==> src/rtl/clock_pkg.sv <==
// Shared definitions for the digital-clock time path: FSM/field encoding and
// default wrap limits for the seconds, minutes and hours counters.
package clock_pkg;

    // State values double as the field_sel code driven to the display.
    typedef enum logic [1:0] {
        RUN      = 2'd0,
        SET_HOUR = 2'd1,
        SET_MIN  = 2'd2,
        SET_SEC  = 2'd3
    } state_t;

    localparam int DEF_SEC_MAX       = 59;
    localparam int DEF_MIN_MAX       = 59;
    localparam int DEF_HOUR_MAX      = 23;
    localparam int DEF_TIMEOUT_TICKS = 10;

endpackage

==> src/rtl/clock_set_controller_if.sv <==
// Signal bundle between the button front-end / time counters and the
// clock set controller.
interface clock_set_controller_if;

    logic       tick_1hz;
    logic       set_btn;
    logic       inc_btn;
    logic [5:0] sec_val;
    logic [5:0] min_val;
    logic [4:0] hour_val;

    logic       sec_en;
    logic       min_en;
    logic       hour_en;
    logic       sec_load;
    logic       min_load;
    logic       hour_load;
    logic [5:0] ld_data;
    logic [1:0] field_sel;
    logic       blink;

    modport slave (
        input  tick_1hz, set_btn, inc_btn, sec_val, min_val, hour_val,
        output sec_en, min_en, hour_en, sec_load, min_load, hour_load,
               ld_data, field_sel, blink
    );

    modport master (
        output tick_1hz, set_btn, inc_btn, sec_val, min_val, hour_val,
        input  sec_en, min_en, hour_en, sec_load, min_load, hour_load,
               ld_data, field_sel, blink
    );

endinterface

==> src/rtl/clock_set_controller_idle_timer.sv <==
// Idle-tick counter for the SET states; done stays high once the terminal
// count is reached until the counter is cleared.
module set_idle_timer #(
    parameter int TIMEOUT_TICKS = 10
) (
    input  logic clk,
    input  logic rst_n,
    input  logic clear,
    input  logic tick,
    output logic done
);

    localparam int W = $clog2(TIMEOUT_TICKS + 1);

    logic [W-1:0] count_q;

    assign done = (count_q == W'(TIMEOUT_TICKS));

    // NOTE: sequential state uses non-blocking assignments so every register
    // samples pre-edge values regardless of process ordering.
    always_ff @(posedge clk or negedge rst_n) begin
        if (!rst_n) begin
            count_q <= '0;
        end else if (clear) begin
            count_q <= '0;
        end else if (tick && !done) begin
            count_q <= count_q + 1'b1;
        end
    end

endmodule

==> src/rtl/clock_set_controller.sv <==
// Run/set sequencer for the sec/min/hour counters: cascades 1 Hz enables in
// RUN, drives single-cycle load strobes from the buttons in the SET states.
module clock_set_controller
    import clock_pkg::*;
#(
    parameter int SEC_MAX       = DEF_SEC_MAX,
    parameter int MIN_MAX       = DEF_MIN_MAX,
    parameter int HOUR_MAX      = DEF_HOUR_MAX,
    parameter int TIMEOUT_TICKS = DEF_TIMEOUT_TICKS
) (
    input logic                   clk,
    input logic                   rst_n,
    clock_set_controller_if.slave bus
);

    localparam logic [5:0] SEC_MAX_V  = 6'(SEC_MAX);
    localparam logic [5:0] MIN_MAX_V  = 6'(MIN_MAX);
    localparam logic [4:0] HOUR_MAX_V = 5'(HOUR_MAX);

    // Compare against the limit rather than relying on width overflow.
    function automatic logic [5:0] wrap_inc(input logic [5:0] val, input logic [5:0] max_val);
        return (val == max_val) ? 6'd0 : val + 6'd1;
    endfunction

    state_t     state_q, state_d;
    logic       sec_en_q, min_en_q, hour_en_q;
    logic       sec_en_d, min_en_d, hour_en_d;
    logic       sec_load_q, min_load_q, hour_load_q;
    logic       sec_load_d, min_load_d, hour_load_d;
    logic [5:0] ld_data_q, ld_data_d;
    logic       blink_q, blink_d;
    logic       timer_clear, timer_tick, timeout;

    set_idle_timer #(
        .TIMEOUT_TICKS(TIMEOUT_TICKS)
    ) u_idle_timer (
        .clk  (clk),
        .rst_n(rst_n),
        .clear(timer_clear),
        .tick (timer_tick),
        .done (timeout)
    );

    // NOTE: every signal written here gets a default first, so no path through
    // the case can leave one unassigned and infer a latch.
    always_comb begin
        state_d     = state_q;
        sec_en_d    = 1'b0;
        min_en_d    = 1'b0;
        hour_en_d   = 1'b0;
        sec_load_d  = 1'b0;
        min_load_d  = 1'b0;
        hour_load_d = 1'b0;
        ld_data_d   = 6'd0;

        case (state_q)
            RUN: begin
                sec_en_d  = bus.tick_1hz;
                min_en_d  = bus.tick_1hz && (bus.sec_val == SEC_MAX_V);
                hour_en_d = min_en_d && (bus.min_val == MIN_MAX_V);
                if (bus.set_btn) state_d = SET_HOUR;
            end
            default: begin
                // Timeout outranks the buttons; mode advance outranks increment.
                if (timeout) begin
                    state_d = RUN;
                end else if (bus.set_btn) begin
                    case (state_q)
                        SET_HOUR: state_d = SET_MIN;
                        SET_MIN:  state_d = SET_SEC;
                        default:  state_d = RUN;
                    endcase
                end else if (bus.inc_btn) begin
                    case (state_q)
                        SET_HOUR: begin
                            hour_load_d = 1'b1;
                            ld_data_d   = wrap_inc({1'b0, bus.hour_val}, {1'b0, HOUR_MAX_V});
                        end
                        SET_MIN: begin
                            min_load_d = 1'b1;
                            ld_data_d  = wrap_inc(bus.min_val, MIN_MAX_V);
                        end
                        default: begin
                            sec_load_d = 1'b1;
                            ld_data_d  = wrap_inc(bus.sec_val, SEC_MAX_V);
                        end
                    endcase
                end
            end
        endcase

        timer_clear = bus.set_btn || bus.inc_btn || (state_d != state_q) || (state_q == RUN);
        timer_tick  = bus.tick_1hz;

        if ((state_d != state_q) || (state_q == RUN)) begin
            blink_d = 1'b0;
        end else begin
            blink_d = blink_q ^ bus.tick_1hz;
        end
    end

    always_ff @(posedge clk or negedge rst_n) begin
        if (!rst_n) begin
            state_q     <= RUN;
            sec_en_q    <= 1'b0;
            min_en_q    <= 1'b0;
            hour_en_q   <= 1'b0;
            sec_load_q  <= 1'b0;
            min_load_q  <= 1'b0;
            hour_load_q <= 1'b0;
            ld_data_q   <= 6'd0;
            blink_q     <= 1'b0;
        end else begin
            state_q     <= state_d;
            sec_en_q    <= sec_en_d;
            min_en_q    <= min_en_d;
            hour_en_q   <= hour_en_d;
            sec_load_q  <= sec_load_d;
            min_load_q  <= min_load_d;
            hour_load_q <= hour_load_d;
            ld_data_q   <= ld_data_d;
            blink_q     <= blink_d;
        end
    end

    assign bus.sec_en    = sec_en_q;
    assign bus.min_en    = min_en_q;
    assign bus.hour_en   = hour_en_q;
    assign bus.sec_load  = sec_load_q;
    assign bus.min_load  = min_load_q;
    assign bus.hour_load = hour_load_q;
    assign bus.ld_data   = ld_data_q;
    assign bus.field_sel = state_q;
    assign bus.blink     = blink_q;

endmodule

==> src/flat_wrapper.sv <==
// flat-port wrapper written by rule: the top's interface ports become plain ports
module clock_set_controller_flat import clock_pkg::*;
#(
    parameter int SEC_MAX       = DEF_SEC_MAX,
    parameter int MIN_MAX       = DEF_MIN_MAX,
    parameter int HOUR_MAX      = DEF_HOUR_MAX,
    parameter int TIMEOUT_TICKS = DEF_TIMEOUT_TICKS
)
  (clk, rst_n, bus_tick_1hz, bus_set_btn, bus_inc_btn, bus_sec_val, bus_min_val, bus_hour_val, bus_sec_en, bus_min_en, bus_hour_en, bus_sec_load, bus_min_load, bus_hour_load, bus_ld_data, bus_field_sel, bus_blink);
  clock_set_controller_if bus_i ();
  input logic clk;
  input logic rst_n;
  input wire logic [$bits(bus_i.tick_1hz)-1:0] bus_tick_1hz;
  input wire logic [$bits(bus_i.set_btn)-1:0] bus_set_btn;
  input wire logic [$bits(bus_i.inc_btn)-1:0] bus_inc_btn;
  input wire logic [$bits(bus_i.sec_val)-1:0] bus_sec_val;
  input wire logic [$bits(bus_i.min_val)-1:0] bus_min_val;
  input wire logic [$bits(bus_i.hour_val)-1:0] bus_hour_val;
  output wire logic [$bits(bus_i.sec_en)-1:0] bus_sec_en;
  output wire logic [$bits(bus_i.min_en)-1:0] bus_min_en;
  output wire logic [$bits(bus_i.hour_en)-1:0] bus_hour_en;
  output wire logic [$bits(bus_i.sec_load)-1:0] bus_sec_load;
  output wire logic [$bits(bus_i.min_load)-1:0] bus_min_load;
  output wire logic [$bits(bus_i.hour_load)-1:0] bus_hour_load;
  output wire logic [$bits(bus_i.ld_data)-1:0] bus_ld_data;
  output wire logic [$bits(bus_i.field_sel)-1:0] bus_field_sel;
  output wire logic [$bits(bus_i.blink)-1:0] bus_blink;
  assign bus_i.tick_1hz = bus_tick_1hz;
  assign bus_i.set_btn = bus_set_btn;
  assign bus_i.inc_btn = bus_inc_btn;
  assign bus_i.sec_val = bus_sec_val;
  assign bus_i.min_val = bus_min_val;
  assign bus_i.hour_val = bus_hour_val;
  assign bus_sec_en = bus_i.sec_en;
  assign bus_min_en = bus_i.min_en;
  assign bus_hour_en = bus_i.hour_en;
  assign bus_sec_load = bus_i.sec_load;
  assign bus_min_load = bus_i.min_load;
  assign bus_hour_load = bus_i.hour_load;
  assign bus_ld_data = bus_i.ld_data;
  assign bus_field_sel = bus_i.field_sel;
  assign bus_blink = bus_i.blink;
  clock_set_controller #(.SEC_MAX(SEC_MAX), .MIN_MAX(MIN_MAX), .HOUR_MAX(HOUR_MAX), .TIMEOUT_TICKS(TIMEOUT_TICKS)) u_core (.clk(clk), .rst_n(rst_n), .bus(bus_i));
endmodule
==> config.mk <==
export PLATFORM = sky130hd
export DESIGN_NAME = clock_set_controller_flat
export DESIGN_NICKNAME = d
export VERILOG_FILES = /design/src/rtl/clock_pkg.sv /design/src/rtl/clock_set_controller_if.sv /design/src/rtl/clock_set_controller_idle_timer.sv /design/src/rtl/clock_set_controller.sv /design/src/flat_wrapper.sv
export SDC_FILE = /design/constraint.sdc
export NUM_CORES = 1
export LEC_CHECK = 0
export CAP_MARGIN = 5
export CORE_MARGIN = 1
export CORE_UTILIZATION = 40
export CTS_CLUSTER_SIZE = 8
export DETAILED_ROUTE_END_ITERATION = 8
export GPL_ROUTABILITY_DRIVEN = 0
export GPL_TIMING_DRIVEN = 0
export PLACE_DENSITY = 0.73
export SYNTH_ARGS = -nofsm -noshare
export SYNTH_HDL_FRONTEND = slang
export SYNTH_SLANG_ARGS = --single-unit
==> constraint.sdc <==
create_clock -name clk -period 1.65 [get_ports clk]
set_input_delay 0.2475 -clock clk [delete_from_list [all_inputs] [get_ports clk]]
set_output_delay 0.2475 -clock clk [all_outputs]
set_load 0.03 [all_outputs]
==> metrics.txt <==
# TYPE chip_impl_metric gauge
chip_impl_metric{name="area_of_the_placeable_core",unit="mm²"} 0.00278
chip_impl_metric{name="grt_max_degree",unit=""} 20
chip_impl_info{name="grt_setup_unrepaired",value="true"} 1
chip_impl_info{name="netlist_top_cells_area",value="sky130_fd_sc_hd__dfrtp_1 (40%), sky130_fd_sc_hd__ha_1 (8.4%), sky130_fd_sc_hd__o21ai_0 (4.6%)"} 1
chip_impl_metric{name="num_clock_sinks",unit=""} 19
chip_impl_metric{name="syn_area_per_cell",unit="µm²"} 9.43
chip_impl_info{name="yosys.area.top_type",value="sky130_fd_sc_hd__dfrtp_1"} 1
chip_impl_metric{name="post_drt_via_cell_ratio",unit=""} 5.61
chip_impl_metric{name="slack_of_the_worst_reg_to_reg_path",unit="ns"} 0.06
chip_impl_metric{name="max_cap_viol_count",unit=""} 0
chip_impl_metric{name="area_growth_syn_to_layout",unit="%"} 43.7
chip_impl_metric{name="antenna-diode-count",unit=""} 0
chip_impl_metric{name="dr.first_iter.drc_count",unit=""} 42
chip_impl_info{name="tritoncts",value="done"} 1
chip_impl_metric{name="final_design_area_no_fill",unit="mm²"} 0.00171
chip_impl_metric{name="critPathMaxFanout",unit=""} 5
chip_impl_metric{name="fin_skew",unit="ns"} 0.00899
chip_impl_metric{name="clk-insertion-delay-late",unit="ns"} 0.28
chip_impl_metric{name="worst_r2r_path_depth",unit=""} 7
chip_impl_metric{name="setup_viol",unit=""} 0
chip_impl_metric{name="y_dimension_of_the_die",unit="µm"} 56.5
chip_impl_metric{name="cells_after_synth",unit=""} 126
chip_impl_metric{name="final_min_period_over_clock_period",unit="%"} 97.9
chip_impl_metric{name="count_of_filler_cells_inserted_in_the_layout",unit=""} 229
chip_impl_info{name="crit-reg2reg-launch",value="u_core.bus.field_sel[0]"} 1
chip_impl_metric{name="final_layout_size_suffix_gt1_share",unit="%"} 14.0
chip_impl_metric{name="total_power_per_unit_cell_area",unit="mW/mm²"} 1220
chip_impl_metric{name="dieArea",unit="mm²"} 0.00319
chip_impl_metric{name="number_of_antenna_violations_at_the_first_check_in_global_routing",unit=""} 0
chip_impl_info{name="combinational_family_with_the_most_area_after_synthesis",value="simple AND/OR/NAND/NOR gates"} 1
chip_impl_info{name="netlist_top_cells_count",value="sky130_fd_sc_hd__dfrtp_1 (19), sky130_fd_sc_hd__o21ai_0 (11), sky130_fd_sc_hd__nor2_1 (10)"} 1
chip_impl_metric{name="slowest_delay",unit="ns"} 0.52
chip_impl_metric{name="synth_sequential_area_ratio",unit="%"} 40.0
chip_impl_metric{name="detail_route.first_pass.iterations",unit=""} 4
chip_impl_metric{name="num-nets-final",unit=""} 202
chip_impl_metric{name="achievable-frequency",unit="MHz"} 619
chip_impl_metric{name="finalCoreUtilization",unit="%"} 61.4
chip_impl_info{name="timing_worst_setup_path_type",value="input pin to register"} 1
chip_impl_metric{name="placed_area",unit="mm²"} 0.00159
chip_impl_metric{name="synth-seq-cells",unit=""} 19
chip_impl_metric{name="max_slew.worst_pin.slew",unit="ns"} 0.825
chip_impl_metric{name="global_route.usage.total",unit="%"} 20.1
chip_impl_metric{name="max-vdd-ir-drop",unit="mV"} 1.12
chip_impl_info{name="critical_path.startpoint_type",value="input pin"} 1
chip_impl_metric{name="number_of_flops_mapped_to_enable_cells_by_yosys",unit=""} 0
chip_impl_metric{name="final_max_slew_viol_count",unit=""} 0
chip_impl_metric{name="share_of_the_synthesized_area_in_compound_gates_ao_oa_aoi_oai",unit="%"} 20.6
chip_impl_metric{name="clk_transition_reported_paths",unit="ns"} 0.09
chip_impl_metric{name="synth_async_sr_flop_share",unit="%"} 100
chip_impl_metric{name="synth-warning-count",unit=""} 0
chip_impl_metric{name="final.setup.worst_slack",unit="ns"} 0.0350
chip_impl_metric{name="std_cell_rows",unit=""} 19
chip_impl_metric{name="post_synth_xor_area_fraction",unit="%"} 5.89
chip_impl_metric{name="hold_viol_final",unit=""} 0
chip_impl_info{name="slowest_stage",value="sky130_fd_sc_hd__clkdlybuf4s50_1"} 1
chip_impl_metric{name="number_of_global_route_vias_before_repair",unit=""} 1134
chip_impl_info{name="cts-root-buf",value="sky130_fd_sc_hd__clkbuf_4"} 1
chip_impl_metric{name="postRouteAntennaNets",unit=""} 0
chip_impl_metric{name="total_leakage_power",unit="nW"} 0.745
chip_impl_info{name="min-delay-start",value="bus_min_val[2]"} 1
chip_impl_metric{name="proportion_of_synthesized_area_in_mux_cells",unit="%"} 0.842
chip_impl_metric{name="place.port_buffers",unit=""} 36
chip_impl_metric{name="layout_min_cycle_time",unit="ns"} 1.62
chip_impl_metric{name="timing.max_slew.rel_slack",unit="%"} 44.8
chip_impl_metric{name="via_count",unit=""} 1134
chip_impl_metric{name="critPathRequiredTime",unit="ns"} 1.82
chip_impl_metric{name="min_delay_path_depth",unit=""} 2
chip_impl_metric{name="worstPathArrival",unit="ns"} 1.79
chip_impl_metric{name="wl",unit="µm"} 2990
chip_impl_metric{name="avgRoutedWirePerCell",unit="µm"} 14.8
chip_impl_info{name="critical_path.endpoint_type",value="register"} 1
chip_impl_metric{name="clock_tree.buffer_depth",unit=""} 2
chip_impl_metric{name="dpl.cell_count",unit=""} 193
chip_impl_metric{name="post_synthesis_simple_gate_area_fraction",unit="%"} 21.4
chip_impl_metric{name="holdBufCountCts",unit=""} 0
chip_impl_metric{name="synth_fp_nets",unit=""} 156
chip_impl_metric{name="global_route.overflow_total",unit=""} 0
chip_impl_metric{name="syn_area",unit="mm²"} 0.00119
chip_impl_metric{name="tritoncts.num_buffers",unit=""} 3
chip_impl_metric{name="ioPinCount",unit=""} 37
chip_impl_metric{name="synth_fa_ha_area_share",unit="%"} 8.42
chip_impl_metric{name="synth.distinct_cells",unit=""} 34
chip_impl_info{name="min-delay-path-class",value="input pin to register"} 1
chip_impl_metric{name="pre_cts_setup_slack",unit="ns"} -0.454
chip_impl_metric{name="drcViolationCount",unit=""} 0
chip_impl_metric{name="grt_pass1_wl",unit="µm"} 5000
chip_impl_metric{name="dpl.hpwl",unit="µm"} 2290
chip_impl_metric{name="initial_core_util",unit="%"} 42.7
chip_impl_info{name="synth-main-ff-cell",value="sky130_fd_sc_hd__dfrtp_1"} 1
chip_impl_metric{name="cts-htree-levels",unit=""} 1
chip_impl_metric{name="yosys.area.top_type_share",unit="%"} 40.0
chip_impl_metric{name="finalPower",unit="mW"} 2.09
chip_impl_info{name="synth_most_common_cell",value="sky130_fd_sc_hd__dfrtp_1"} 1
chip_impl_info{name="status",value="finished clean"} 1
chip_impl_info{name="worstPathCellList",value="clkdlybuf4s50_1 -> ha_1 -> nand4_1 -> o21ai_2 -> o221ai_1 -> and3_1"} 1
chip_impl_info{name="hold_path_end",value="u_core.bus.hour_en"} 1
chip_impl_metric{name="post_layout_nonfiller_instances",unit=""} 202
chip_impl_info{name="crit-reg2reg-capture",value="u_core.bus.blink"} 1
chip_impl_metric{name="die_width",unit="µm"} 56.5
## critical path: cells and delay by family
family / cells / cell delay [ns]
buffers and inverters: 1 / 0.52
adder cells (fa/ha/maj): 1 / 0.23
AO/OA/AOI/OAI: 2 / 0.41
AND/OR/NAND/NOR: 2 / 0.38
## registers in the layout, indices dropped and copies added, names as in the netlist
name and flops:
u_core.bus.hour_load 1, u_core.bus.ld_data 6, u_core.bus.hour_en 1, u_core.u_idle_timer.count_q 4, u_core.bus.sec_en 1, u_core.bus.min_en 1
u_core.bus.min_load 1, u_core.bus.blink 1, u_core.bus.sec_load 1, u_core.bus.field_sel 2
## cell type report
class	instances	area (µm²)	share of cell area, %
multi-input cells	98	713	41.8
flip-flops and latches	19	478	28.0
repair buffers	41	405	23.7
well taps	31	38.8	2.27
inverters	8	32.5	1.90
clock buffers	4	26.3	1.54
plain buffers	1	13.8	0.806
## worst max path at each step
stage / slack, ns / endpoint / start / cells after the start
finish: 0.03 / u_core.bus.ld_data[3] / bus_min_val[0] / 6
global route: -0.02 / u_core.bus.ld_data[3] / bus_min_val[0] / 6
CTS: -0.01 / u_core.bus.ld_data[2] / bus_min_val[0] / 6
detailed placement: -0.45 / u_core.bus.hour_en / bus_sec_val[0] / 6
global placement: -0.40 / u_core.bus.ld_data[3] / bus_min_val[0] / 6
floorplan: 0.006 / u_core.bus.blink / u_core.bus.field_sel[0] / 7
## power breakdown
group	switching (mW)	internal [mW]	total, mW
sequential	0.0493	0.553	0.603
combinational	0.711	0.551	1.26
clock	0.128	0.0937	0.221
total	0.888	1.20	2.09
## timing repair
action                                  4_1_cts  5_1_grt
gates resized for setup                       9        8
setup buffers                                 2        3
endpoints found under the setup margin       12       11
hold endpoints to repair                      0        0
pin swaps                                     1        1
## per-layer routing
metal  routed length, µm  up-vias  GRT usage (%)
met3                 134        6           2.76
met2                1440       44           33.6
met1                1340      522           25.0
met5                   0        -              0
met4                  70        0           10.8
li1                    -      562              -
## stage by stage
step	hold WS [ns]	setup TNS, ns
floorplan	-0.0481	0
global placement	0.525	-2.14
detailed placement	0.556	-2.54
CTS	0.444	-0.0172
global route	0.342	-0.0317
finish	0.346	0
## logic make-up (layout without fill, tap and decap cells)
group,count (synthesis),count (layout)
adder cells (fa/ha/maj),8,8
AO/OA/AOI/OAI,36,36
multiplexers,1,1
buffers and inverters,9,54
flip-flops,19,19
XOR/XNOR,8,8
AND/OR/NAND/NOR,45,45
## cell usage in the layout, fill, tap and decap left out, drive strengths merged, types with 4 or more instances in the layout
| cell | instances |
|---|---|
| and3 | 5 |
| xnor2 | 5 |
| o21ai | 11 |
| inv | 8 |
| dfrtp | 19 |
| buf | 5 |
| ha | 8 |
| nand2 | 7 |
| o221ai | 4 |
| or3 | 4 |
| clkbuf | 5 |
| nand3 | 5 |
| nor2 | 10 |
| clkdlybuf4s50 | 33 |
| a21oi | 6 |
(Power assumes the default switching activity.)
